## config.mk

```make
export PLATFORM = sky130hd
export DESIGN_NAME = pipelined_adder_n
export DESIGN_NICKNAME = d
export VERILOG_FILES = /design/src/rtl/pipelined_adder_n.sv
export SDC_FILE = /design/constraint.sdc
export NUM_CORES = 1
export LEC_CHECK = 0
export CAP_MARGIN = 20
export CORE_ASPECT_RATIO = 0.6
export CORE_MARGIN = 3
export CORE_UTILIZATION = 50
export DETAILED_ROUTE_END_ITERATION = 8
export GPL_ROUTABILITY_DRIVEN = 0
export PLACE_DENSITY = 0.82
export SLEW_MARGIN = 0
export SYNTH_ARGS = -nofsm -noshare
export SYNTH_HDL_FRONTEND = slang
export SYNTH_SLANG_ARGS = --single-unit
```

## constraint.sdc

```tcl
create_clock -name clk -period 9.4 [get_ports clk]
set_input_delay 1.41 -clock clk [delete_from_list [all_inputs] [get_ports clk]]
set_output_delay 1.41 -clock clk [all_outputs]
set_load 0.05 [all_outputs]
```

## src/rtl/pipelined_adder_n.sv

```systemverilog
// N-bit add/subtract cut into STAGES carry-chained chunks, one register level
// per chunk, with valid/ready handshakes on both the operand and result sides.
module pipelined_adder_n #(
    parameter int N      = 16,
    parameter int STAGES = 4
) (
    input  logic         clk,
    input  logic         rst,
    input  logic         in_valid,
    output logic         in_ready,
    input  logic [N-1:0] a,
    input  logic [N-1:0] b,
    input  logic         cin,
    input  logic         sub,
    output logic         out_valid,
    input  logic         out_ready,
    output logic [N-1:0] sum,
    output logic         cout,
    output logic         ovf
);
    localparam int W    = N / STAGES;
    localparam int LAST = STAGES - 1;

    // src_* is what stage k consumes: the ports for stage 0, else stage k-1's registers
    logic [N-1:0] src_a [STAGES];
    logic [N-1:0] src_b [STAGES];
    logic [N-1:0] src_s [STAGES];
    logic         src_c [STAGES];
    logic         src_v [STAGES];

    logic [N-1:0] a_d [STAGES];
    logic [N-1:0] a_q [STAGES];
    logic [N-1:0] b_d [STAGES];
    logic [N-1:0] b_q [STAGES];
    logic [N-1:0] s_d [STAGES];
    logic [N-1:0] s_q [STAGES];
    logic         c_d [STAGES];
    logic         c_q [STAGES];
    logic         v_d [STAGES];
    logic         v_q [STAGES];
    logic         ovf_d;
    logic         ovf_q;
    logic         advance;

    // The whole pipe moves as one; it only freezes when a result is waiting unclaimed
    assign advance   = out_ready || !v_q[LAST];
    assign in_ready  = advance;
    assign out_valid = v_q[LAST];
    assign sum       = s_q[LAST];
    assign cout      = c_q[LAST];
    assign ovf       = ovf_q;

    for (genvar gi = 0; gi < STAGES; gi++) begin : g_stage
        logic [W:0] part;

        if (gi == 0) begin : g_head
            // Subtract is a + ~b + ~cin, so invert both once at the entrance
            assign src_a[gi] = a;
            assign src_b[gi] = sub ? ~b : b;
            assign src_c[gi] = sub ? ~cin : cin;
            assign src_v[gi] = in_valid && advance;
            assign src_s[gi] = '0;
        end else begin : g_link
            assign src_a[gi] = a_q[gi-1];
            assign src_b[gi] = b_q[gi-1];
            assign src_c[gi] = c_q[gi-1];
            assign src_v[gi] = v_q[gi-1];
            assign src_s[gi] = s_q[gi-1];
        end

        always_comb begin
            part    = {1'b0, src_a[gi][gi*W +: W]} + {1'b0, src_b[gi][gi*W +: W]}
                    + (W+1)'(src_c[gi]);
            a_d[gi] = src_a[gi];
            b_d[gi] = src_b[gi];
            s_d[gi] = src_s[gi];
            s_d[gi][gi*W +: W] = part[W-1:0];
            c_d[gi] = part[W];
            v_d[gi] = src_v[gi];
        end
    end

    always_comb begin
        ovf_d = (src_a[LAST][N-1] == src_b[LAST][N-1]) &&
                (s_d[LAST][N-1] != src_a[LAST][N-1]);
    end

    always_ff @(posedge clk) begin
        if (rst) begin
            for (int k = 0; k < STAGES; k++) begin
                v_q[k] <= 1'b0;
                c_q[k] <= 1'b0;
                s_q[k] <= '0;
                a_q[k] <= '0;
                b_q[k] <= '0;
            end
            ovf_q <= 1'b0;
        end else if (advance) begin
            for (int k = 0; k < STAGES; k++) begin
                v_q[k] <= v_d[k];
                c_q[k] <= c_d[k];
                s_q[k] <= s_d[k];
                a_q[k] <= a_d[k];
                b_q[k] <= b_d[k];
            end
            ovf_q <= ovf_d;
        end
    end

endmodule
```

==> qor.yml, run 1 <==
netlist_top_cells_area: "edfxtp_1 (66%), and3_1 (10%), fa_1 (3.7%), ha_1 (3.5%), xnor2_1 (2.8%)"
clockRootBuffer: "clkbuf_16"
netlist_top_cells_count: "edfxtp_1 (96), and3_1 (70), nor2_1 (18)"
cts_resized: 0
worstHoldPathType: "flip-flop to flip-flop"
final-hold-violation-count: 0
first_global_vias: 2316
start_util_pct: 53.35
drc_errors: 0
synth_cells: 297
ys_seq_elements: 97
synth_seq_area_share_pct: 66.90
coreArea_um2: 8133
tns_ns: 0
via_per_inst: 5.247
cts_setup_buffers: 0
wl_per_cell_um: 16.03
worstMarginPinSlew_ns: 0.9793
hold_buffers: 0
slew_viol_final: 0
firstDrtPassIters: 4
clock-sinks: 97
worst_ep_required_time_ns: 7.99
ys_warn_count: 0
setup_viol: 0
grt_pass1_wl_um: 11870
holdPathStages: 1
maxSlewHeadroom_pct: 34.62
peakVddDrop_mv: 0.09176
rows: 25
p_per_area_nw_per_um2: 182.5
worstSkewPairLatency_ns: 0.34
regToRegSetupSlack_ns: 7.08
synthDistinctLibCells: 29
syn_avg_cell_area_um2: 14.61
drive_above_1_share_pct: 6.799
clkTransAtPathRegs_ns: 0.06
antenna_found_initial: 0
rsz0062_at_grt: "no"
wirelength_um: 7392
io_buffers: 57
status: "finished clean"
fillCellCount: 602
syn-cell-area_um2: 4339
maxCapViolations: 0
track_usage_pct: 15.58
whs_endpoint: "b_q[0][46]$_SDFFCE_PN0P_"
min_from: "b_q[0][30]$_SDFFCE_PN0P_"
ctsLongestPathBuffers: 2
dr_total_vias: 2419
synth_top_area_share_pct: 66.44
area_growth_pct: 20.53
ys_async_sr_fraction_pct: 0
fin_crit_ns: 4.285
dpl.hpwl_um: 4580
yosysTopAreaCell: "edfxtp_1"
nNetsFinal: 406
die_width_um: 126.3
grt_max_degree: 78
ant_nets: 0
die_y_um: 78.16
dieArea_um2: 9869
regToRegStartpoint: "v_q[0][3]$_DFFE_PP_"
start_kind: "input pin"
final_core_utilization_pct: 64.31
r2r.worst_path.cells: 5
cts_tree: "built"
power.leakage_nw: 2.338
rr_endpoint: "c_q[0][1]$_SDFFCE_PN0P_"
drt_iter0_markers: 204
critPathCaptureType: "primary output"
cts_max_level: 3
whs_ns: 0.5528
crit_arrival_ns: 2.87
synthFlopType: "edfxtp_1"
skew_ns: 0.005077
ios: 58
finalCritPeriodShare_pct: 45.58
path_max_fanout: 7
synth_edf_count: 96
worstSetupPathType: "input pin to primary output"
synth_nets: 355
insertedDiodeCount: 0
max_clock_freq_ghz: 0.2334
numCtsBuffers: 9
post-synth-top-count-cell: "edfxtp_1"
grt.overflow.total: 0
-- routing by layer --
metal / GRT usage, % / wire length, um / part of all wire (%) / vias to the layer above
met5: 0 / 0 / 0 / -
met4: 5.246 / 145 / 2.0 / 0
met3: 5.031 / 427 / 5.8 / 14
met1: 21.36 / 3417 / 46 / 1135
met2: 23.75 / 3401 / 46 / 82
li1: - / - / - / 1188
-- placed cells by master (no fill, tap or decap) --
cell type	n
clkinv_4	2
nor2_1	18
nand2_1	2
nor3_1	2
and3_1	70
nor2b_4	1
xor2_1	5
ha_1	12
inv_1	8
nand2_4	1
clkinv_2	1
buf_16	1
or3_1	3
fa_1	8
inv_6	1
nand3_1	6
clkinv_1	2
o21ai_0	2
a21oi_1	9
nor2b_1	4
a21o_2	2
clkinvlp_4	1
nand4b_1	1
dfxtp_1	1
a21o_1	4
mux2i_1	3
clkdlybuf4s50_1	57
xnor2_1	14
buf_4	2
o211ai_2	1
or2_0	1
a2111o_1	1
clkbuf_16	9
inv_2	2
edfxtp_1	96
-- per-stage QoR --
| stage | total power, W | std cells | worst slack (ns) | area [um2] |
|---|---|---|---|---|
| after global routing | 0.0009892 | 461 | 5.083 | 5230 |
| final | 0.0009545 | 461 | 5.115 | 5230 |
| after CTS | 0.0009613 | 461 | 5.108 | 5230 |
| after global placement | 0.0006295 | 444 | 5.129 | 4931 |
| after detailed placement | 0.0006343 | 445 | 5.115 | 4959 |
| after floorplan | 0.0005933 | 297 | 5.227 | 4339 |
-- worst max-delay path, cell delays in order --
cell,delay (ns)
clkdlybuf4s50_1,0.44
nor2b_4,0.25
inv_2,0.07
clkdlybuf4s50_1,0.70
-- kinds of logic after synthesis --
kind of cell,count (synthesis),synth area share (%)
muxes,3,0.6921
DFF,97,66.90
buffers and inverters,30,4.008
and+or+nand+nor,109,14.50
AOI/OAI and AO/OA,19,2.912
xor gates and xnor gates,19,3.835
adders and majority gates,20,7.151
-- area by class of cell --
type	count	area, um2	area share (%)
flip-flops and latches	97	2903	55.50
multi-input cells	170	1270	24.28
repair buffers	60	613.1	11.72
clock buffers	9	225.2	4.306
well taps	108	135.1	2.584
clock inverters	7	46.29	0.8852
inverters	10	37.54	0.7177
-- state kept, by name, summed over array words and instances, names as in the netlist --
register,count
ovf,1
v_q,4
a_q,24
c_q,4
s_q,40
b_q,24
-- report_power, final --
group / internal [W] / total (W) / leakage, nW / switching [W]
Sequential: 0.000509 / 0.000519 / 1.15 / 0.00000979
Combinational: 0.0000503 / 0.000106 / 1.06 / 0.0000560
Clock: 0.000179 / 0.000329 / 0.131 / 0.000150
-- worst max path at each step --
stage	startpoint	endpoint	cells past startpoint
after floorplan	rst	a_q[0][10]$_SDFFCE_PN0P_	3
after global placement	out_ready	in_ready	4
after detailed placement	out_ready	in_ready	4
after CTS	out_ready	in_ready	4
after global routing	out_ready	in_ready	4
final	out_ready	in_ready	4
Note: power is estimated with default switching activity, not from simulation.
==> run 2, diff against run 1 <==
==> constraint.sdc (replaced) <==
create_clock -name clk -period 4.05 [get_ports clk]
set_input_delay 0.6075 -clock clk [delete_from_list [all_inputs] [get_ports clk]]
set_output_delay 0.6075 -clock clk [all_outputs]
set_load 0.05 [all_outputs]
==> run 2 against run 1 <==
  * Flip-flop and latch count unchanged
  * Critical path depth unchanged
  * Cell area up 0.57%
  * Via count up 0.87%
  * Sequential share of layout area down 0.32 points
  * Critical endpoint unchanged
==> qor.yml, run 2 (synthesis results as in run 1) <==
status: "finished clean"
io_buffers: 57  # unchanged
gr-max-usage-layer: "met2"
skew_ns: 0.004195  # -0.0008822 ns
clock-sinks: 97  # unchanged
dieArea_um2: 9869  # unchanged
finalCritPeriodShare_pct: 66.36
slew_viol_final: 0  # unchanged
final_cell_area_um2: 5260  # +0.57%
power.leakage_nw: 2.356  # +0.75%
met1_usage_pct: 23.36  # +2.0 points
clockRootBuffer: "clkbuf_16"
peakVddDrop_mv: 0.2373  # +160%
regMostFlops: "s_q"
intPower_w: 0.001834  # +150%
layout_commonest_cell: "edfxtp_1"
area_growth_pct: 21.22
critPathCaptureType: "primary output"
worstSetupPathType: "input pin to primary output"
tns_ns: 0  # unchanged
wl_per_cell_um: 16.70  # +4.2%
start_kind: "input pin"
multi_input_area_um2: 1270  # unchanged
drc_errors: 0  # unchanged
track_usage_pct: 16.37  # +0.80 points
cts_max_level: 3  # unchanged
max_clock_freq_ghz: 0.3721
final-hold-violation-count: 0  # unchanged
insertedDiodeCount: 0  # unchanged
worstSkewPairLatency_ns: 0.34  # about the same
grt_max_degree: 76  # -2.6%
place_area_um2: 4959  # unchanged
setup_viol: 0  # unchanged
antenna_found_initial: 0  # unchanged
fillCellCount: 612  # +1.7%
die_width_um: 126.3  # unchanged
crit_arrival_ns: 2.08  # -0.79 ns
ctsLongestPathBuffers: 2  # unchanged
dr_total_vias: 2440  # +0.87%
via_per_inst: 5.293  # +0.87%
final_cell_mix: "edfxtp_1 (96), and3_1 (70), clkdlybuf4s50_1 (57), nor2_1 (18), xnor2_1 (14)"
max_stage_delay_ns: 0.83  # +0.13 ns
maxSlewHeadroom_pct: 45.94  # +11 points
first_global_vias: 2404  # +3.8%
cts_tree: "built"
drive_above_1_share_pct: 6.516  # -0.28 points
largest_register_ffs: 40  # unchanged
worst_ep_required_time_ns: 3.44  # -4.55 ns
largestRegisters: "s_q x40, a_q x24, b_q x24"
met2_usage_pct: 23.38  # -0.37 points
path_max_fanout: 7  # unchanged
path_buf_inv: 3  # unchanged
dpl.hpwl_um: 4908  # +7.1%
numCtsBuffers: 9  # unchanged
maxCapViolations: 0  # unchanged
nNetsFinal: 407  # +0.25%
worstHoldPathType: "flip-flop to flip-flop"
rows: 25  # unchanged
firstDrtPassIters: 4  # unchanged
seqCellArea_um2: 2903  # unchanged
swShare_pct: 21.16  # -1.5 points
ios: 58  # unchanged
start_util_pct: 53.35  # unchanged
p_sw_w: 0.0004920  # +130%
power.share.clock_pct: 37.6  # +3.1 points
worstMarginPinSlew_ns: 0.8089  # -0.1704 ns
p_per_area_nw_per_um2: 442.2  # +140%
use_met3_pct: 5.710  # +0.68 points
fin_crit_ns: 2.687
grt.overflow.total: 0  # unchanged
cts_setup_buffers: 0  # unchanged
grt_pass1_wl_um: 12350  # +4.0%
p_comb_share_pct: 10.6  # -0.5 points
drt_iter0_markers: 273  # +34%
cp_cell_sequence: "clkdlybuf4s50_1 -> nor2b_4 -> inv_2 -> clkdlybuf4s50_1"
hold_buffers: 0  # unchanged
cts_resized: 0  # unchanged
ant_nets: 0  # unchanged
clkTransAtPathRegs_ns: 0.06  # about the same
die_y_um: 78.16  # unchanged
rsz0062_at_grt: "no"
crit_top_cell: "clkdlybuf4s50_1"
seq_power_share_pct: 51.9  # -2.5 points
slowest_stage: "clkdlybuf4s50_1"
coreArea_um2: 8133  # unchanged
crit_family: "buffers and inverters"
wirelength_um: 7699  # +4.2%
## run 2: cell types whose count changed in the layout (fill, tap and decap cells not counted), sizes merged
cell	previous run	this run
buf	3	4
clkinvlp	1	0
inv	11	10
clkinv	5	2
clkbuf	9	11
bufinv	0	2
## run 2: power groups by stage
| stage | Combinational [W] | Sequential [W] | Clock [W] |
|---|---|---|---|
| after floorplan | 0.000120 | 0.00126 | 0 |
| after global placement | 0.000237 | 0.00122 | 0 |
| after detailed placement | 0.000245 | 0.00123 | 0 |
| after CTS | 0.000248 | 0.00121 | 0.000881 |
| after global routing | 0.000271 | 0.00121 | 0.000921 |
| final | 0.000246 | 0.00121 | 0.000873 |
## run 2: cell type report
cell class | instances | share of cell area (%)
clock buffers | 11 | 4.424
well taps | 108 | 2.569
flip-flops and latches | 97 | 55.19
multi-input cells | 170 | 24.14
repair buffers | 61 | 11.66
inverters | 10 | 0.7136
clock inverters | 4 | 1.308
## run 2: worst paths after layout
kind | cells past startpoint | end | startpoint | slack (ns)
hold / removal | 1 | b_q[0][30]$_SDFFCE_PN0P_ | b_q[0][14]$_SDFFCE_PN0P_ | 0.55
setup reg to reg | 5 | s_q[0][42]$_SDFFCE_PN0P_ | v_q[0][3]$_DFFE_PP_ | 1.77
setup / recovery | 4 | in_ready | out_ready | 1.36
hold reg to reg | 1 | b_q[0][30]$_SDFFCE_PN0P_ | b_q[0][14]$_SDFFCE_PN0P_ | 0.55
## run 2: worst reg2reg max path: cells and delay by family (launching register included)
kind                   cells  cell delay (ns)
DFF                        1             0.38
and+or+nand+nor            3             1.18
buffers and inverters      2             0.54
## run 2: routing by layer
metal	part of all wire, %	vias to the layer above
li1	-	1191
met1	46	1152
met2	44	83
met3	8.1	14
met4	2.0	0
met5	0	-
## run 2: stage by stage
step | setup WS [ns] | cells | hold slack [ns] | total power [W] | util [%]
after floorplan | 0.6346 | 297 | 0.5279 | 0.001377 | -
after global placement | 1.188 | 446 | 0.5269 | 0.001460 | 60.97
after detailed placement | 1.091 | 446 | 0.5360 | 0.001473 | 60.97
after CTS | 1.355 | 461 | 0.5503 | 0.002336 | 64.68
after global routing | 1.211 | 461 | 0.5675 | 0.002405 | 64.68
final | 1.363 | 461 | 0.5473 | 0.002326 | 64.68
==> run 3, diff against run 2 <==
==> constraint.sdc (replaced) <==
create_clock -name clk -period 2.7 [get_ports clk]
set_input_delay 0.405 -clock clk [delete_from_list [all_inputs] [get_ports clk]]
set_output_delay 0.405 -clock clk [all_outputs]
set_load 0.05 [all_outputs]
==> run 3 against run 2 <==
  * Clock skew grew 0.0029 ns
  * Core utilization up 0.46 points
  * Power increased by 44%
  * Worst setup slack worse by 1.0 ns
  * Sequential share of layout area shrank 0.39 points
  * Critical path type is now input pin to flip-flop
  * Largest cell class unchanged
  * Highest routed layer unchanged
==> qor.yml, run 3 (synthesis results as in run 1) <==
status: "finished clean"
layout_commonest_cell: "edfxtp_1"
clock-sinks: 97  # unchanged
largest_register_ffs: 40  # unchanged
max_stage_delay_ns: 0.54  # -0.29 ns
largestRegisters: "s_q x40, a_q x24, b_q x24"
worstSkewPairLatency_ns: 0.34  # about the same
worstMarginPinSlew_ns: 0.5090  # -0.2999 ns
insertedDiodeCount: 0  # unchanged
final_cell_mix: "edfxtp_1 (96), and3_1 (70), clkdlybuf4s50_1 (56), nor2_1 (18), xnor2_1 (14)"
peakVddDrop_mv: 0.3145  # +33%
holdPathStages: 2  # +1
slew_viol_final: 0  # unchanged
p_per_area_nw_per_um2: 631.1  # +43%
worst_ep_required_time_ns: 2.80  # -0.64 ns
rows: 25  # unchanged
crit_top_cell: "fa_1"
drive_above_1_share_pct: 7.584  # +1.1 points
coreArea_um2: 8133  # unchanged
slowest_stage: "clkdlybuf4s50_1"
ant_nets: 0  # unchanged
power.leakage_nw: 2.376  # +0.86%
rr_endpoint: "c_q[0][3]$_DFFE_PP_"
cts_resized: 0  # unchanged
wirelength_um: 7289  # -5.3%
path_buf_inv: 1  # -2
finalCritPeriodShare_pct: 86.83
start_kind: "input pin"
r2r.worst_path.cells: 5  # unchanged
final_core_utilization_pct: 65.14  # +0.46 points
first_global_vias: 2335  # -2.9%
antenna_found_initial: 0  # unchanged
crit_arrival_ns: 2.44  # +0.36 ns
die_y_um: 78.16  # unchanged
grt_max_degree: 52  # -32%
max_clock_freq_ghz: 0.4265
tns_ns: 0  # unchanged
dr_total_vias: 2453  # +0.53%
nNetsFinal: 412  # +1.2%
ios: 58  # unchanged
post-route-worst-setup-slack_ns: 0.3555  # -1.007 ns
place_ws_ns: -0.0004554  # -1.091 ns
whs_endpoint: "ovf$_SDFFE_PP0N_"
io_buffers: 57  # unchanged
grt_pass1_wl_um: 11850  # -4.0%
via_per_inst: 5.287  # -0.12%
path_max_fanout: 3  # -4
dpl.hpwl_um: 4853  # -1.1%
regToRegSetupSlack_ns: 0.69  # -1.08 ns
area_growth_pct: 22.09
clockRootBuffer: "clkbuf_16"
worstHoldPathType: "flip-flop to flip-flop"
cts_max_level: 3  # unchanged
cts_setup_buffers: 0  # unchanged
fin_crit_ns: 2.344
min_from: "ovf$_SDFFE_PP0N_"
critPathCaptureType: "flip-flop"
ctsLongestPathBuffers: 2  # unchanged
dieArea_um2: 9869  # unchanged
worstSetupPathType: "input pin to flip-flop"
hold_buffers: 0  # unchanged
cp_cell_sequence: "clkdlybuf4s50_1 -> xor2_1 -> fa_1 -> fa_1 -> a21o_1 -> a21oi_1 -> nor2_1"
setup_viol: 0  # unchanged
skew_ns: 0.007109  # +0.002914 ns
die_width_um: 126.3  # unchanged
maxSlewHeadroom_pct: 65.96  # +20 points
drc_errors: 0  # unchanged
regMostFlops: "s_q"
wl_per_cell_um: 15.71  # -5.9%
final-hold-violation-count: 0  # unchanged
rsz0062_at_grt: "no"
start_util_pct: 53.35  # unchanged
regToRegStartpoint: "a_q[0][44]$_SDFFCE_PN0P_"
cts_tree: "built"
track_usage_pct: 15.72  # -0.65 points
firstDrtPassIters: 4  # unchanged
crit_family: "adder cells"
maxCapViolations: 0  # unchanged
grt.overflow.total: 0  # unchanged
clkTransAtPathRegs_ns: 0.06  # about the same
numCtsBuffers: 9  # unchanged
drt_iter0_markers: 157  # -42%
## run 3: worst max path at each step
stage / endpoint / slack (ns) / cells past startpoint / from
detailed placement: c_q[0][0]$_SDFFCE_PN0P_ / -0.0005 / 7 / sub
global route: s_q[0][3]$_SDFFCE_PN0P_ / 0.27 / 7 / sub
CTS: c_q[0][0]$_SDFFCE_PN0P_ / 0.37 / 7 / sub
finish: c_q[0][0]$_SDFFCE_PN0P_ / 0.36 / 7 / sub
global placement: c_q[0][0]$_SDFFCE_PN0P_ / 0.07 / 7 / sub
floorplan: a_q[0][10]$_SDFFCE_PN0P_ / 0.26 / 2 / v_q[0][3]$_DFFE_PP_
## run 3: layout make-up
type	instances	area (um2)
fillers	624	2835
well taps	108	135.1
inverters	10	37.54
clock buffers	12	236.5
multi-input cells	170	1270
clock inverters	1	30.03
repair buffers	66	685.7
flip-flops and latches	97	2903
## run 3: metrics by stage
| step | std cells | instance area [um2] | hold WS [ns] | total power, W |
|---|---|---|---|---|
| 2_1_floorplan | 297 | 4342 | 0.5279 | 0.002065 |
| 3_5_place_dp | 451 | 5031 | 0.5182 | 0.002208 |
| 4_1_cts | 464 | 5298 | 0.5257 | 0.003377 |
| 6_report | 464 | 5298 | 0.5242 | 0.003343 |
| 5_1_grt | 464 | 5298 | 0.5512 | 0.003483 |
| 3_3_place_gp | 451 | 5031 | 0.5107 | 0.002191 |
## run 3: layer usage
metal / part of all wire (%) / vias to the layer above / track usage (%)
met5: 0 / - / 0
met4: 1.1 / 0 / 4.818
met3: 7.4 / 8 / 5.370
met2: 45 / 79 / 23.01
met1: 47 / 1170 / 22.36
li1: - / 1196 / -
## run 3: tightest hold or removal path, delay by kind of cell, from the launching register on
| family | cells | cell delay [ns] |
|---|---|---|
| AO/OA/AOI/OAI | 1 | 0.08 |
| flip-flops | 1 | 0.32 |
| AND/OR/NAND/NOR | 1 | 0.08 |
## run 3: where the power goes
part           internal (W)  switching, W
sequential          0.00177     0.0000313
clock              0.000702      0.000466
combinational      0.000178      0.000192
total               0.00265      0.000689
